<file path="src/rtl/axi_bridge_pkg.sv">
// Shared definitions for the SRAM-to-AXI3 bridge.
//   - Read and write FSM state encodings.
//   - Default AXI IDs for instruction and data traffic.
//   - Fixed AXI size/burst/length constants and the SRAM-size to AXI-size mapping.
// Optional feature macro used by the bridge: SRAM_AXI_BRIDGE_RR_EN (round-robin reads).
package axi_bridge_pkg;

  typedef enum logic [1:0] {
    R_IDLE = 2'd0,
    R_AR   = 2'd1,
    R_R    = 2'd2
  } rd_state_e;

  typedef enum logic [1:0] {
    W_IDLE = 2'd0,
    W_REQ  = 2'd1,
    W_B    = 2'd2
  } wr_state_e;

  // Which requester won the last read arbitration (round-robin build only).
  typedef enum logic {
    GRANT_INST = 1'b0,
    GRANT_DATA = 1'b1
  } grant_e;

  localparam logic [3:0] ID_INST_DEF    = 4'd0;
  localparam logic [3:0] ID_DATA_DEF    = 4'd1;
  localparam logic [1:0] AXI_BURST_INCR = 2'b01;
  localparam logic [3:0] AXI_LEN_SINGLE = 4'd0;

  // SRAM size (bytes = 2**size) maps directly onto the low bits of AXI size.
  function automatic logic [2:0] to_axi_size(input logic [1:0] sram_size);
    return {1'b0, sram_size};
  endfunction

endpackage

</file>
<file path="src/rtl/sram_axi_bridge_chk.sv">
// Protocol checker for the bridge: a load return and a store completion must
// never land on the data port in the same cycle.
// Ports: clk_i, reset_i, rd_data_ok_i (load return), wr_data_ok_i (store B).
module sram_axi_bridge_chk (
  input logic clk_i,
  input logic reset_i,
  input logic rd_data_ok_i,
  input logic wr_data_ok_i
);

  a_single_data_completion: assert property (
    @(posedge clk_i) disable iff (reset_i) !(rd_data_ok_i && wr_data_ok_i)
  );

endmodule

</file>
<file path="src/rtl/sram_axi_rd_arb.sv">
// Read arbiter and read-channel FSM for the SRAM-to-AXI3 bridge.
// Accepts one read at a time from either the fetch or the load requester,
// issues it on AR, waits for the single R beat and routes the completion
// pulse back by the latched ID.
// Ports:
//   clk_i, reset_i                  clock, synchronous active-high reset
//   inst_req_i/size_i/addr_i        fetch request
//   data_req_i/size_i/addr_i        load request (stores are filtered out by the top)
//   raw_block_i                     load blocked by a pending store to the same word
//   inst_addr_ok_o, data_addr_ok_o  combinational accept pulses
//   arid_o/araddr_o/arsize_o/arvalid_o, arready_i   AR channel
//   rvalid_i, rready_o              R channel handshake
//   inst_data_ok_o, data_data_ok_o  return pulses, routed by latched ID
// Macro SRAM_AXI_BRIDGE_RR_EN selects round-robin arbitration; otherwise loads
// have fixed priority over fetches.
module sram_axi_rd_arb
  import axi_bridge_pkg::*;
#(
  parameter logic [3:0] ID_INST = ID_INST_DEF,
  parameter logic [3:0] ID_DATA = ID_DATA_DEF
) (
  input  logic        clk_i,
  input  logic        reset_i,
  input  logic        inst_req_i,
  input  logic [1:0]  inst_size_i,
  input  logic [31:0] inst_addr_i,
  input  logic        data_req_i,
  input  logic [1:0]  data_size_i,
  input  logic [31:0] data_addr_i,
  input  logic        raw_block_i,
  output logic        inst_addr_ok_o,
  output logic        data_addr_ok_o,
  output logic [3:0]  arid_o,
  output logic [31:0] araddr_o,
  output logic [2:0]  arsize_o,
  output logic        arvalid_o,
  input  logic        arready_i,
  input  logic        rvalid_i,
  output logic        rready_o,
  output logic        inst_data_ok_o,
  output logic        data_data_ok_o
);

  rd_state_e   state_q, state_d;
  logic [3:0]  id_q, id_d;
  logic [31:0] addr_q, addr_d;
  logic [2:0]  size_q, size_d;

  logic        data_cand_s, inst_cand_s;
  logic        grant_data_s, grant_inst_s;
  logic        idle_s, accept_data_s, accept_inst_s;

`ifdef SRAM_AXI_BRIDGE_RR_EN
  grant_e      last_grant_q;
`endif

  // Arbitration between the two read requesters.
  always_comb begin
    data_cand_s = data_req_i & ~raw_block_i & ~reset_i;
    inst_cand_s = inst_req_i & ~reset_i;
`ifdef SRAM_AXI_BRIDGE_RR_EN
    // On contention the requester that did not win last time goes first.
    if (data_cand_s && inst_cand_s) begin
      grant_data_s = (last_grant_q == GRANT_INST);
    end else begin
      grant_data_s = data_cand_s;
    end
`else
    grant_data_s = data_cand_s;
`endif
    grant_inst_s  = inst_cand_s & ~grant_data_s;
    idle_s        = (state_q == R_IDLE);
    accept_data_s = idle_s & grant_data_s;
    accept_inst_s = idle_s & grant_inst_s;
  end

`ifdef SRAM_AXI_BRIDGE_RR_EN
  // Remember the most recent read winner.
  always_ff @(posedge clk_i) begin
    if (reset_i) begin
      last_grant_q <= GRANT_INST;
    end else if (accept_data_s) begin
      last_grant_q <= GRANT_DATA;
    end else if (accept_inst_s) begin
      last_grant_q <= GRANT_INST;
    end else begin
      last_grant_q <= last_grant_q;
    end
  end
`endif

  // Read FSM state and latched request registers.
  always_ff @(posedge clk_i) begin
    if (reset_i) begin
      state_q <= R_IDLE;
      id_q    <= 4'd0;
      addr_q  <= 32'd0;
      size_q  <= 3'd0;
    end else begin
      state_q <= state_d;
      id_q    <= id_d;
      addr_q  <= addr_d;
      size_q  <= size_d;
    end
  end

  // Read FSM next state; the request is latched in the accept cycle.
  always_comb begin
    state_d = state_q;
    id_d    = id_q;
    addr_d  = addr_q;
    size_d  = size_q;
    case (state_q)
      R_IDLE: begin
        if (accept_data_s) begin
          state_d = R_AR;
          id_d    = ID_DATA;
          addr_d  = data_addr_i;
          size_d  = to_axi_size(data_size_i);
        end else if (accept_inst_s) begin
          state_d = R_AR;
          id_d    = ID_INST;
          addr_d  = inst_addr_i;
          size_d  = to_axi_size(inst_size_i);
        end else begin
          state_d = R_IDLE;
        end
      end
      R_AR: begin
        if (arready_i) begin
          state_d = R_R;
        end else begin
          state_d = R_AR;
        end
      end
      R_R: begin
        if (rvalid_i) begin
          state_d = R_IDLE;
        end else begin
          state_d = R_R;
        end
      end
      default: state_d = R_IDLE;
    endcase
  end

  // Read-channel outputs and return routing.
  always_comb begin
    arvalid_o      = (state_q == R_AR);
    rready_o       = (state_q == R_R);
    arid_o         = id_q;
    araddr_o       = addr_q;
    arsize_o       = size_q;
    inst_addr_ok_o = accept_inst_s;
    data_addr_ok_o = accept_data_s;
    inst_data_ok_o = rvalid_i & rready_o & ~reset_i & (id_q == ID_INST);
    data_data_ok_o = rvalid_i & rready_o & ~reset_i & (id_q == ID_DATA);
  end

endmodule

</file>
<file path="src/rtl/sram_axi_bridge.sv">
// SRAM-like (instruction + data) to single AXI3 master bridge.
// One outstanding read (fetch or load) and one outstanding write (store).
// Ports:
//   clk, reset                      clock, synchronous active-high reset
//   inst_sram_*                     fetch port (wr/wstrb/wdata unused)
//   data_sram_*                     load/store port
//   ar*, r*                         AXI read address / data channels
//   aw*, w*, b*                     AXI write address / data / response channels
// Fixed AXI fields (len, burst, lock, cache, prot, wid) are tied off outside.
// Macro SRAM_AXI_BRIDGE_RR_EN: round-robin read arbitration (default fixed
// data-over-inst priority).
module sram_axi_bridge
  import axi_bridge_pkg::*;
#(
  parameter logic [3:0] ID_INST = ID_INST_DEF,
  parameter logic [3:0] ID_DATA = ID_DATA_DEF
) (
  input  logic        clk,
  input  logic        reset,
  input  logic        inst_sram_req,
  input  logic        inst_sram_wr,
  input  logic [1:0]  inst_sram_size,
  input  logic [3:0]  inst_sram_wstrb,
  input  logic [31:0] inst_sram_addr,
  input  logic [31:0] inst_sram_wdata,
  output logic        inst_sram_addr_ok,
  output logic        inst_sram_data_ok,
  output logic [31:0] inst_sram_rdata,
  input  logic        data_sram_req,
  input  logic        data_sram_wr,
  input  logic [1:0]  data_sram_size,
  input  logic [3:0]  data_sram_wstrb,
  input  logic [31:0] data_sram_addr,
  input  logic [31:0] data_sram_wdata,
  output logic        data_sram_addr_ok,
  output logic        data_sram_data_ok,
  output logic [31:0] data_sram_rdata,
  output logic [3:0]  arid,
  output logic [31:0] araddr,
  output logic [2:0]  arsize,
  output logic        arvalid,
  input  logic        arready,
  input  logic [3:0]  rid,
  input  logic [31:0] rdata,
  input  logic [1:0]  rresp,
  input  logic        rlast,
  input  logic        rvalid,
  output logic        rready,
  output logic [3:0]  awid,
  output logic [31:0] awaddr,
  output logic [2:0]  awsize,
  output logic        awvalid,
  input  logic        awready,
  output logic [31:0] wdata,
  output logic [3:0]  wstrb,
  output logic        wlast,
  output logic        wvalid,
  input  logic        wready,
  input  logic [3:0]  bid,
  input  logic [1:0]  bresp,
  input  logic        bvalid,
  output logic        bready
);

  wr_state_e   w_state_q, w_state_d;
  logic        aw_done_q, aw_done_d;
  logic        w_done_q, w_done_d;
  logic [3:0]  awid_q, awid_d;
  logic [31:0] awaddr_q, awaddr_d;
  logic [2:0]  awsize_q, awsize_d;
  logic [31:0] wdata_q, wdata_d;
  logic [3:0]  wstrb_q, wstrb_d;

  logic        data_rd_req_s, raw_block_s, wr_accept_s;
  logic        aw_hs_s, w_hs_s, b_hs_s;
  logic        rd_inst_addr_ok_s, rd_data_addr_ok_s;
  logic        rd_inst_data_ok_s, rd_data_data_ok_s;
  logic        unused_inputs_s;

  // Response fields and the fetch port's write fields carry no information here.
  assign unused_inputs_s = ^{inst_sram_wr, inst_sram_wstrb, inst_sram_wdata,
                             rid, rresp, rlast, bid, bresp};

  // Request decode and the read-after-write hazard against the pending store.
  always_comb begin
    data_rd_req_s = data_sram_req & ~data_sram_wr;
    raw_block_s   = (w_state_q != W_IDLE) && (data_sram_addr[31:2] == awaddr_q[31:2]);
    wr_accept_s   = data_sram_req & data_sram_wr & (w_state_q == W_IDLE) & ~reset;
    aw_hs_s       = awvalid & awready;
    w_hs_s        = wvalid & wready;
    b_hs_s        = bvalid & bready;
  end

  sram_axi_rd_arb #(
    .ID_INST (ID_INST),
    .ID_DATA (ID_DATA)
  ) u_rd_arb (
    .clk_i          (clk),
    .reset_i        (reset),
    .inst_req_i     (inst_sram_req),
    .inst_size_i    (inst_sram_size),
    .inst_addr_i    (inst_sram_addr),
    .data_req_i     (data_rd_req_s),
    .data_size_i    (data_sram_size),
    .data_addr_i    (data_sram_addr),
    .raw_block_i    (raw_block_s),
    .inst_addr_ok_o (rd_inst_addr_ok_s),
    .data_addr_ok_o (rd_data_addr_ok_s),
    .arid_o         (arid),
    .araddr_o       (araddr),
    .arsize_o       (arsize),
    .arvalid_o      (arvalid),
    .arready_i      (arready),
    .rvalid_i       (rvalid),
    .rready_o       (rready),
    .inst_data_ok_o (rd_inst_data_ok_s),
    .data_data_ok_o (rd_data_data_ok_s)
  );

  sram_axi_bridge_chk u_chk (
    .clk_i        (clk),
    .reset_i      (reset),
    .rd_data_ok_i (rd_data_data_ok_s),
    .wr_data_ok_i (b_hs_s)
  );

  // Write FSM state and latched store registers.
  always_ff @(posedge clk) begin
    if (reset) begin
      w_state_q <= W_IDLE;
      aw_done_q <= 1'b0;
      w_done_q  <= 1'b0;
      awid_q    <= 4'd0;
      awaddr_q  <= 32'd0;
      awsize_q  <= 3'd0;
      wdata_q   <= 32'd0;
      wstrb_q   <= 4'd0;
    end else begin
      w_state_q <= w_state_d;
      aw_done_q <= aw_done_d;
      w_done_q  <= w_done_d;
      awid_q    <= awid_d;
      awaddr_q  <= awaddr_d;
      awsize_q  <= awsize_d;
      wdata_q   <= wdata_d;
      wstrb_q   <= wstrb_d;
    end
  end

  // Write FSM next state; AW and W complete independently in W_REQ.
  always_comb begin
    w_state_d = w_state_q;
    aw_done_d = aw_done_q;
    w_done_d  = w_done_q;
    awid_d    = awid_q;
    awaddr_d  = awaddr_q;
    awsize_d  = awsize_q;
    wdata_d   = wdata_q;
    wstrb_d   = wstrb_q;
    case (w_state_q)
      W_IDLE: begin
        if (wr_accept_s) begin
          w_state_d = W_REQ;
          aw_done_d = 1'b0;
          w_done_d  = 1'b0;
          awid_d    = ID_DATA;
          awaddr_d  = data_sram_addr;
          awsize_d  = to_axi_size(data_sram_size);
          wdata_d   = data_sram_wdata;
          wstrb_d   = data_sram_wstrb;
        end else begin
          w_state_d = W_IDLE;
        end
      end
      W_REQ: begin
        aw_done_d = aw_done_q | aw_hs_s;
        w_done_d  = w_done_q | w_hs_s;
        // The last of the two handshakes moves on in the same cycle.
        if (aw_done_d && w_done_d) begin
          w_state_d = W_B;
        end else begin
          w_state_d = W_REQ;
        end
      end
      W_B: begin
        if (bvalid) begin
          w_state_d = W_IDLE;
          aw_done_d = 1'b0;
          w_done_d  = 1'b0;
        end else begin
          w_state_d = W_B;
        end
      end
      default: w_state_d = W_IDLE;
    endcase
  end

  // Write-channel outputs and merged SRAM-side responses.
  always_comb begin
    awvalid           = (w_state_q == W_REQ) & ~aw_done_q;
    wvalid            = (w_state_q == W_REQ) & ~w_done_q;
    bready            = (w_state_q == W_B);
    awid              = awid_q;
    awaddr            = awaddr_q;
    awsize            = awsize_q;
    wdata             = wdata_q;
    wstrb             = wstrb_q;
    wlast             = 1'b1;
    inst_sram_addr_ok = rd_inst_addr_ok_s;
    inst_sram_data_ok = rd_inst_data_ok_s;
    inst_sram_rdata   = rdata;
    data_sram_addr_ok = rd_data_addr_ok_s | wr_accept_s;
    data_sram_data_ok = rd_data_data_ok_s | (b_hs_s & ~reset);
    data_sram_rdata   = rdata;
  end

endmodule

</file>
<file path="config.mk">
export PLATFORM = sky130hd
export DESIGN_NAME = sram_axi_bridge
export DESIGN_NICKNAME = d
export VERILOG_FILES = /design/src/rtl/axi_bridge_pkg.sv /design/src/rtl/sram_axi_bridge_chk.sv /design/src/rtl/sram_axi_rd_arb.sv /design/src/rtl/sram_axi_bridge.sv
export SDC_FILE = /design/constraint.sdc
export NUM_CORES = 1
export LEC_CHECK = 0
export ABC_AREA = 1
export CAP_MARGIN = 20
export CELL_PAD_IN_SITES_DETAIL_PLACEMENT = 0
export CELL_PAD_IN_SITES_GLOBAL_PLACEMENT = 1
export CORE_MARGIN = 4
export CORE_UTILIZATION = 22
export CTS_BUF_LIST = sky130_fd_sc_hd__clkbuf_8
export CTS_CLUSTER_DIAMETER = 120
export DETAILED_ROUTE_END_ITERATION = 8
export PLACE_DENSITY_LB_ADDON = 0.1
export REMOVE_ABC_BUFFERS = 1
export SYNTH_ARGS = -nofsm -noshare
export SYNTH_HDL_FRONTEND = slang
export SYNTH_SLANG_ARGS = --single-unit
</file>
<file path="constraint.sdc">
create_clock -name clk -period 1.6 [get_ports clk]
set_input_delay 0.16 -clock clk [delete_from_list [all_inputs] [get_ports clk]]
set_output_delay 0.16 -clock clk [all_outputs]
set_load 0.01 [all_outputs]
</file>
==> flow_summary.yaml <==
logic_synthesis:
  yosys.area.top_type_share_pct: 37.1
  avgSynthCellArea_um2: 6.42
  synth_most_common_cell: "nand2_1"
  ys.flop_type: "dfxtp_1"
  synth-edff-count: 0
  synth_cell_type_count: 28
  netlist_instances: 942
  synth_area_leaders: "dfxtp_1, nand2_1, buf_4"
  syn_area_um2: 6050
  synth.top_cells.by_count: "nand2_1, inv_1, nor2_1"
  yosys_warnings: 0
  synth_seq_cells: 112
  yosys.area.top_type: "dfxtp_1"
  async_flop_share_pct: 0
  yosysSeqAreaShare_pct: 37.1
power_and_ir_drop:
  p_leak_uw: 0.00448
  switching_power_uw: 2120
  pwr-share-clk_pct: 27.8
  power_frac_comb_pct: 27.3
  vdd_drop_max_mv: 0.413
  swShare_pct: 31.2
  intPower_uw: 4680
  seq_power_share_pct: 44.9
  p_per_area_nw_per_um2: 711
clocking:
  path_clk_slew_ns: 0.12
  htreeDepth: 3
  cts_root_buffer: "clkbuf_8"
  tritoncts: "built"
  clock_latency_ns: 0.40
  cts_buffers: 9
  cts_buffer_depth: 2
  cts.sinks: 112
timing:
  clock_skew_ns: 0.0204
  drv_slew: 0
  worst_hold_slack_ns: 0.172
  period_share_pct: 119
  setup_violations: 38
  finalHoldViolations: 0
  fin_crit_ns: 1.91
  rsz0062_at_grt: "yes"
  layout_setup_ws_ns: -0.311
  max_freq_ghz: 0.523
floorplanning:
  coreArea_um2: 27000
  rows: 60
  die_h_um: 174
  dieArea_um2: 30200
  initial_core_util_pct: 22.4
  fp.dieW_um: 174
  ioPinCount: 384
detailed_routing:
  drt_iter0_markers: 182
  wire_per_inst_um: 17.6
  drt-met1-wl_um: 11600
  routed.top_layer: "met5"
  dr.pass1.iters: 4
  route.met2.wl_um: 10800
  routed_via_density: 4.13
  antenna_left: 0
  drc: 0
  wl_met3_um: 3630
  vias: 6237
  routed_wl_um: 26500
placement:
  finalWeightedCongestion: 0.721
  post_dp_cell_area_um2: 8740
  port_buffers: 228
  hpwl_um: 19300
worst_setup_path:
  cp_data_required_time_ns: 1.94
  cp-end-kind: "flop"
  critPathArrivalTime_ns: 2.25
  slowest_stage: "dfxtp_1"
  crit_top_cell: "nand2_1"
  crit_path_start_kind: "flop"
  criticalPathCategory: "reg2reg"
  crit_fanout: 6
  critPathMaxStageDelay_ns: 0.34
  worstPathCellList: "xnor2_1 -> nand2_1 -> nor2_2 -> nand2_1 -> nor2_2 -> nand2_2 -> nand3_4 -> buf_6 -> buf_12 -> buf_12 -> buf_16 -> nand2_2 -> nand2_1 -> nor2_1 -> nor2_1"
global_route:
  grt-ovfl-total: 0
  grt_start_max_net_pins: 51
  grt_pass1_vias: 6184
  grt_pass1_wl_um: 39000
  antenna_found_initial: 1
  track_usage_pct: 17.1
run:
  drv_cap: 0
cells_and_area:
  antennaDiodeCount: 0
  n_fill_cell: 2976
  drive_above_1_share_pct: 20.6
  final_util_pct: 35.4
  fin_nets: 1361
  stdcell_area_um2: 9570
  area_growth_pct: 58.3
worst_hold_path:
  hold_path_class: "in2reg"
outcome:
  outcome: "finished with violations"
  violations: "negative setup slack"
[state kept, by name (all words and copies together) (netlist names)]
signal and flops:
aw_done_q 1, awaddr 32, awid 1, awsize 2, u_rd_arb.araddr_o 32, u_rd_arb.arid_o 1
u_rd_arb.arsize_o 2, u_rd_arb.state_q 2, w_done_q 1, w_state_q 2, wdata 32, wstrb 4
[cells in the final DEF (no fill, tap or decap), types with 4 or more instances in the layout]
cell type,n
nand4_1,35
dlygate4sd2_1,19
nor2_2,28
conb_1,9
buf_6,8
nand2_4,10
nand3_1,72
buf_12,10
a21oi_1,7
dfxtp_1,90
xnor2_1,4
nand2_1,229
inv_1,124
o21ai_0,24
clkbuf_8,9
nor2_4,21
buf_2,4
clkdlybuf4s50_1,197
nand2_2,24
buf_4,71
dfxtp_2,21
inv_2,8
buf_16,7
nor2_1,108
dlymetal6s2s_1,4
[power by group through the flow]
stage | clock network (uW) | logic (uW) | registers [uW]
after floorplan | 0 | 536 | 3180
after global placement | 0 | 1700 | 3110
after detailed placement | 0 | 1690 | 3110
after CTS | 2020 | 1840 | 3060
after global routing | 2100 | 2040 | 3080
final | 1890 | 1860 | 3050
[layout make-up]
type                       instances  area [um2]  share of cell area (%)
timing repair buffer             323        3270                    34.1
clock inverter                     6        78.8                   0.824
multi-input combinational        585        2900                    30.3
sequential                       112        2270                    23.7
clock buffer                       9         124                    1.29
tap                              341         427                    4.46
inverter                         134         505                    5.28
[worst max-delay path, delay by kind of cell (launching register included)]
family / cells / cell delay (ns)
XOR/XNOR: 1 / 0.14
AND/OR/NAND/NOR: 10 / 0.88
buffers and inverters: 4 / 0.49
flip-flops: 1 / 0.34
[repair_timing]
| action | in CTS | in global routing |
|---|---|---|
| buffers inserted | 4 | 3 |
| endpoints found under the setup margin | 105 | 77 |
| gates resized for setup | 109 | 72 |
| hold buffers | 0 | 0 |
| pin swaps | 13 | 32 |
| gates cloned | 7 | 0 |
[stage by stage]
stage          setup WS (ns)  power (uW)  setup TNS, ns  cells
2_1_floorplan          -3.43        3720        -282.55    831
3_3_place_gp          -0.863        4810         -33.90   1481
3_5_place_dp          -0.875        4800         -32.30   1481
4_1_cts               -0.343        6910         -10.21   1507
5_1_grt               -0.492        7220         -16.07   1510
6_report              -0.311        6810          -9.78   1510
[cell families (layout without fill, tap and decap cells)]
family | count (synthesis) | count (layout) | share of synthesized area [%]
compound gates | 37 | 37 | 3.19
xor+xnor | 6 | 6 | 0.869
buf+inv | 252 | 472 | 20.7
flops | 112 | 112 | 37.1
other cells | 2 | 9 | 0.124
simple gates | 533 | 533 | 38.0
[layer usage]
metal  up-vias  track usage, %
met5         -            5.29
met2       263            24.6
met1      2735            21.2
met3        16            10.9
met4         6            3.33
li1       3217               -
[path summary, 6_finish.rpt]
| path | from | to | slack (ns) | depth (start not counted) |
|---|---|---|---|---|
| worst max register to register | awaddr[2] | u_rd_arb.araddr_o[4] | -0.31 | 15 |
| worst min register to register | awid[0] | awid[0] | 0.46 | 2 |
| worst max-delay path | awaddr[2] | u_rd_arb.araddr_o[4] | -0.31 | 15 |
| worst min-delay path | reset | u_rd_arb.state_q[0] | 0.17 | 4 |
(Power assumes the default switching activity.)
